<file path="src/rtl/ws_timing_pkg.sv">
// Shared WS2812B timing constants, select encodings and timer state encoding.
// The bit serialiser reuses the default interval counts from here.
package ws_timing_pkg;

    localparam int CNT_W_DEF   = 13;
    localparam int RET_CNT_DEF = 6000;
    localparam int T0H_CNT_DEF = 40;
    localparam int T0L_CNT_DEF = 85;
    localparam int T1H_CNT_DEF = 80;
    localparam int T1L_CNT_DEF = 45;

    localparam logic [2:0] SEL_RET = 3'd0;
    localparam logic [2:0] SEL_T0H = 3'd1;
    localparam logic [2:0] SEL_T0L = 3'd2;
    localparam logic [2:0] SEL_T1H = 3'd3;
    localparam logic [2:0] SEL_T1L = 3'd4;

    typedef enum logic {
        ST_IDLE = 1'b0,
        ST_RUN  = 1'b1
    } state_e;

endpackage

</file>
<file path="src/rtl/ws_dur_lut.sv">
// Combinational interval lookup: sel -> (N-1) load value and legality flag.
// Load values are N-1 truncated to CNT_W bits, so N = 2^CNT_W still fits.
module ws_dur_lut
    import ws_timing_pkg::*;
#(
    parameter int CNT_W   = CNT_W_DEF,
    parameter int RET_CNT = RET_CNT_DEF,
    parameter int T0H_CNT = T0H_CNT_DEF,
    parameter int T0L_CNT = T0L_CNT_DEF,
    parameter int T1H_CNT = T1H_CNT_DEF,
    parameter int T1L_CNT = T1L_CNT_DEF
) (
    input  logic [2:0]       sel,
    output logic [CNT_W-1:0] load,
    output logic             legal
);

    localparam logic [CNT_W-1:0] RET_LD = CNT_W'(RET_CNT - 1);
    localparam logic [CNT_W-1:0] T0H_LD = CNT_W'(T0H_CNT - 1);
    localparam logic [CNT_W-1:0] T0L_LD = CNT_W'(T0L_CNT - 1);
    localparam logic [CNT_W-1:0] T1H_LD = CNT_W'(T1H_CNT - 1);
    localparam logic [CNT_W-1:0] T1L_LD = CNT_W'(T1L_CNT - 1);

    always_comb begin
        load  = '0;
        legal = 1'b1;
        case (sel)
            SEL_RET: load = RET_LD;
            SEL_T0H: load = T0H_LD;
            SEL_T0L: load = T0L_LD;
            SEL_T1H: load = T1H_LD;
            SEL_T1L: load = T1L_LD;
            default: legal = 1'b0;
        endcase
    end

endmodule

</file>
<file path="src/rtl/ws_interval_timer.sv">
// One-shot / auto-reload down-counter producing every WS2812B protocol interval.
// Reload at expiry happens on the done edge itself, so back-to-back phases abut.
module ws_interval_timer
    import ws_timing_pkg::*;
#(
    parameter int CNT_W   = CNT_W_DEF,
    parameter int RET_CNT = RET_CNT_DEF,
    parameter int T0H_CNT = T0H_CNT_DEF,
    parameter int T0L_CNT = T0L_CNT_DEF,
    parameter int T1H_CNT = T1H_CNT_DEF,
    parameter int T1L_CNT = T1L_CNT_DEF
) (
    input  logic             clk,
    input  logic             reset,
    input  logic             start,
    input  logic [2:0]       sel,
    input  logic             auto_reload,
    input  logic             abort,
    output logic             busy,
    output logic             done,
    output logic             start_err,
    output logic [2:0]       sel_q,
    output logic [CNT_W-1:0] remaining
);

    state_e           state_q, state_d;
    logic [CNT_W-1:0] rem_q, rem_d;
    logic [2:0]       sel_lat_q, sel_lat_d;
    logic             err_q, err_d;

    logic [CNT_W-1:0] new_load, cur_load;
    logic             new_legal, cur_legal_unused;

    // New request and the currently latched interval are looked up in parallel
    // so an auto-reload never waits on the start path.
    ws_dur_lut #(
        .CNT_W(CNT_W), .RET_CNT(RET_CNT), .T0H_CNT(T0H_CNT),
        .T0L_CNT(T0L_CNT), .T1H_CNT(T1H_CNT), .T1L_CNT(T1L_CNT)
    ) u_lut_new (
        .sel   (sel),
        .load  (new_load),
        .legal (new_legal)
    );

    ws_dur_lut #(
        .CNT_W(CNT_W), .RET_CNT(RET_CNT), .T0H_CNT(T0H_CNT),
        .T0L_CNT(T0L_CNT), .T1H_CNT(T1H_CNT), .T1L_CNT(T1L_CNT)
    ) u_lut_cur (
        .sel   (sel_lat_q),
        .load  (cur_load),
        .legal (cur_legal_unused)
    );

    logic expire;
    assign expire = (state_q == ST_RUN) && (rem_q == '0);

    always_comb begin
        state_d   = state_q;
        rem_d     = rem_q;
        sel_lat_d = sel_lat_q;
        err_d     = 1'b0;
        case (state_q)
            ST_IDLE: begin
                if (start && !new_legal) begin
                    err_d = 1'b1;
                end else if (start && !abort) begin
                    state_d   = ST_RUN;
                    sel_lat_d = sel;
                    rem_d     = new_load;
                end
            end
            ST_RUN: begin
                if (abort) begin
                    state_d = ST_IDLE;
                    rem_d   = '0;
                    err_d   = start && (!new_legal || !expire);
                end else if (expire) begin
                    if (start && new_legal) begin
                        sel_lat_d = sel;
                        rem_d     = new_load;
                    end else begin
                        err_d = start;
                        if (auto_reload) begin
                            rem_d = cur_load;
                        end else begin
                            state_d = ST_IDLE;
                        end
                    end
                end else begin
                    // Mid-interval starts never disturb the running count.
                    err_d = start;
                    rem_d = rem_q - CNT_W'(1);
                end
            end
            default: begin
                state_d = ST_IDLE;
                rem_d   = '0;
            end
        endcase
    end

    always_ff @(posedge clk or negedge reset) begin
        if (!reset) begin
            state_q   <= ST_IDLE;
            rem_q     <= '0;
            sel_lat_q <= SEL_RET;
            err_q     <= 1'b0;
        end else begin
            state_q   <= state_d;
            rem_q     <= rem_d;
            sel_lat_q <= sel_lat_d;
            err_q     <= err_d;
        end
    end

    assign busy      = (state_q == ST_RUN);
    assign done      = expire;
    assign start_err = err_q;
    assign sel_q     = sel_lat_q;
    assign remaining = rem_q;

endmodule

</file>
<file path="config.mk">
export PLATFORM = sky130hd
export DESIGN_NAME = ws_interval_timer
export DESIGN_NICKNAME = d
export VERILOG_FILES = /design/src/rtl/ws_timing_pkg.sv /design/src/rtl/ws_dur_lut.sv /design/src/rtl/ws_interval_timer.sv
export SDC_FILE = /design/constraint.sdc
export NUM_CORES = 1
export LEC_CHECK = 0
export ABC_AREA = 1
export CAP_MARGIN = 40
export CORE_UTILIZATION = 52
export CTS_CLUSTER_DIAMETER = 200
export DETAILED_ROUTE_END_ITERATION = 7
export PLACE_DENSITY = 0.76
export SLEW_MARGIN = 20
export SYNTH_ARGS = -nofsm -noshare
export SYNTH_HDL_FRONTEND = slang
export SYNTH_SLANG_ARGS = --single-unit
</file>
<file path="constraint.sdc">
create_clock -name clk -period 1.7 [get_ports clk]
set_input_delay 0.34 -clock clk [delete_from_list [all_inputs] [get_ports clk]]
set_output_delay 0.34 -clock clk [all_outputs]
set_load 0.02 [all_outputs]
</file>
==> results.ini <==
[run_status]
outcome = finished, violations left
violations = setup timing

[cells_and_area]
nNetsFinal = 305
utilization_pct = 78.9
areaGrowthSynthToFinish_pct = 45.0
nFillCells = 216
insertedDiodeCount = 0
final_common_cell = nand2_1
drive_above_1_share_pct = 27.1
final_cell_mix = nand2_1 (72), buf_4 (41), nor2_1 (26), nand3_1 (26), dfrtp_1 (17)
fin_cells = 326

[floorplanning]
dieArea_sq_um = 3080
start_util_pct = 54.5
coreArea_sq_um = 2730
rows = 19
ioPinCount = 27
die_y_um = 55.5
fp.dieW_um = 55.5

[logic_synthesis]
ys_ff_latch = 18
ys_seq_area_share_pct = 30.3
synth.distinct_cells = 29
syn-mean-instance-area_sq_um = 6.56
syn_area_sq_um = 1490
netlist_instances = 227
synth_nets = 236
ys_warn_count = 0

[power_and_ir_drop]
p_leak_uw = 0.00116
power_density_nw_per_um2 = 1240
ir_worst_vdd_mv = 1.11

[detailed_routing]
drt_iter0_drc = 70
vias_per_cell = 5.12
drt_first_pass_iters = 4
routed-via-count = 1669
routed_wl_um = 3800
ant_nets = 0
route.detailed.drc = 0
wl_per_cell_um = 11.7

[clock_tree]
cts_made_buffers = 3
cts_hold_buf = 0
clk_pin_slew_ps = 110
cts_buffer_depth = 2
cts_tree = yes
htreeDepth = 1
clkSinkCount = 18
cts-root-buf = clkbuf_4
clkLatencyLatePin_ps = 300

[placement]
dp_hpwl_um = 3030
dp_cells = 321
gp_congestion = 0.923
place.port_buffers = 26

[grt]
antenna_found_initial = 0
globalRouteTotalUtil_pct = 26.7
grt.overflow.total = 0
grt_max_degree = 19
grt_pass1_wl_um = 6590
grt_pass1_vias = 1528

[sta]
worst_slack_ps = -45.0
skew_ps = 1.70
hold_ws_ps = 367
setup_viol = 1
slew_headroom_pct = 80.3
tightest_slew_ps = 295
final-hold-violation-count = 0
rsz0062_at_grt = true
max_freq_ghz = 0.573
finalCritPeriodShare_pct = 103
finalCriticalPeriod_ps = 1740
final-max-slew-violation-count = 0

[worst_setup_path]
worstPathMaxFanout = 2
critPathCaptureType = output pin
critPathLaunchType = flop
required_ps = 1360
cp.arrival_ps = 1400
critPathKind = flop to output pin

[run]
drv_cap = 0

[min_path]
hold_class = primary input to asynchronous set/reset pin

## path summary, 6_finish.rpt
path / start / to / slack [ps] / depth (start not counted)
min in group clk: sel_q[2] / sel_q[2] / 550 / 2
max: remaining[0] / done / -40 / 7
max reg2reg: remaining[0] / remaining[5] / 60 / 10
min reg2reg: sel_q[2] / sel_q[2] / 550 / 2
min: reset / remaining[8] / 370 / 2
max in group asynchronous: reset / remaining[0] / 1110 / 2
## synth_stat cells
cell	n	area share (%)
nand2_1	74	19
nor2_1	30	7.6
nand3_1	28	9.4
inv_1	19	4.8
dfrtp_1	18	30
o21ai_0	10	3.4
a21oi_1	9	3.0
inv_2	4	1.0
nand2_4	4	3.0
nand2_2	3	1.3
nor2_2	3	1.3
nor2_4	3	2.3
buf_4	2	1.0
nand3b_1	2	1.0
nand4_1	2	0.84
o21bai_1	2	1.0
xor2_1	2	1.2
a211oi_1	1	0.50
a21boi_0	1	0.50
a21oi_4	1	1.1
buf_6	1	0.76
clkinv_1	1	0.25
ha_1	1	0.84
nand3_2	1	0.67
nand3_4	1	1.2
nor2_8	1	1.3
o211ai_1	1	0.50
o21ai_1	1	0.34
o21ai_4	1	1.1
## routing by layer
layer  GRT usage (%)  wire length (um)
met5               0                 0
met2            44.2              1850
met3            3.04               122
met1            37.1              1790
met4            7.50                40
## worst max-delay path, stage by stage, from the launching register on
cell	delay (ps)
dfrtp_2	420
inv_2	70
ha_4	140
nand2_4	70
nor2_8	110
nand3_4	90
nor2_4	90
buf_6	110
## final cells by class
| cell class | instances | area, sq um | share of cell area, % |
|---|---|---|---|
| clock buffer | 4 | 26.3 | 1.22 |
| inverter | 24 | 90.1 | 4.17 |
| multi-input combinational | 182 | 995 | 46.1 |
| sequential | 18 | 452 | 20.9 |
| tap | 31 | 38.8 | 1.80 |
| timing repair buffer | 67 | 557 | 25.8 |
## power by group
| group | switching (uW) | internal (uW) |
|---|---|---|
| Clock | 144 | 91.7 |
| Combinational | 1020 | 742 |
| Sequential | 107 | 567 |
## cells by family (layout without fill, tap and decap cells)
family / Yosys count / in the layout / share of synthesized area [%]
buf+inv: 27 / 95 / 7.81
xor+xnor: 2 / 2 / 1.18
simple gates: 152 / 152 / 48.5
flops: 18 / 18 / 30.3
fa+ha+maj: 1 / 1 / 0.840
compound gates: 27 / 27 / 11.4
## per-stage QoR
| step | cell area, sq um | worst slack (ps) | TNS (ps) | total power (uW) |
|---|---|---|---|---|
| after floorplan | 1500 | 2.17 | 0 | 1660 |
| after global placement | 2070 | -304 | -1610 | 2390 |
| after detailed placement | 2070 | -326 | -2220 | 2430 |
| after CTS | 2120 | -25.5 | -25.5 | 2650 |
| after global routing | 2160 | -122 | -142 | 2880 |
| final | 2160 | -45.0 | -45.0 | 2670 |
## flip-flops by register name (all words and copies together) (netlist names)
signal	flops
start_err	1
busy	1
remaining	13
sel_q	3
## what timing repair did
item | 4_1_cts | 5_1_grt
endpoints found under the setup margin | 28 | 14
pin swaps | 3 | 1
setup buffers | 1 | 0
gates resized for setup | 27 | 11
(Power assumes the default switching activity.)
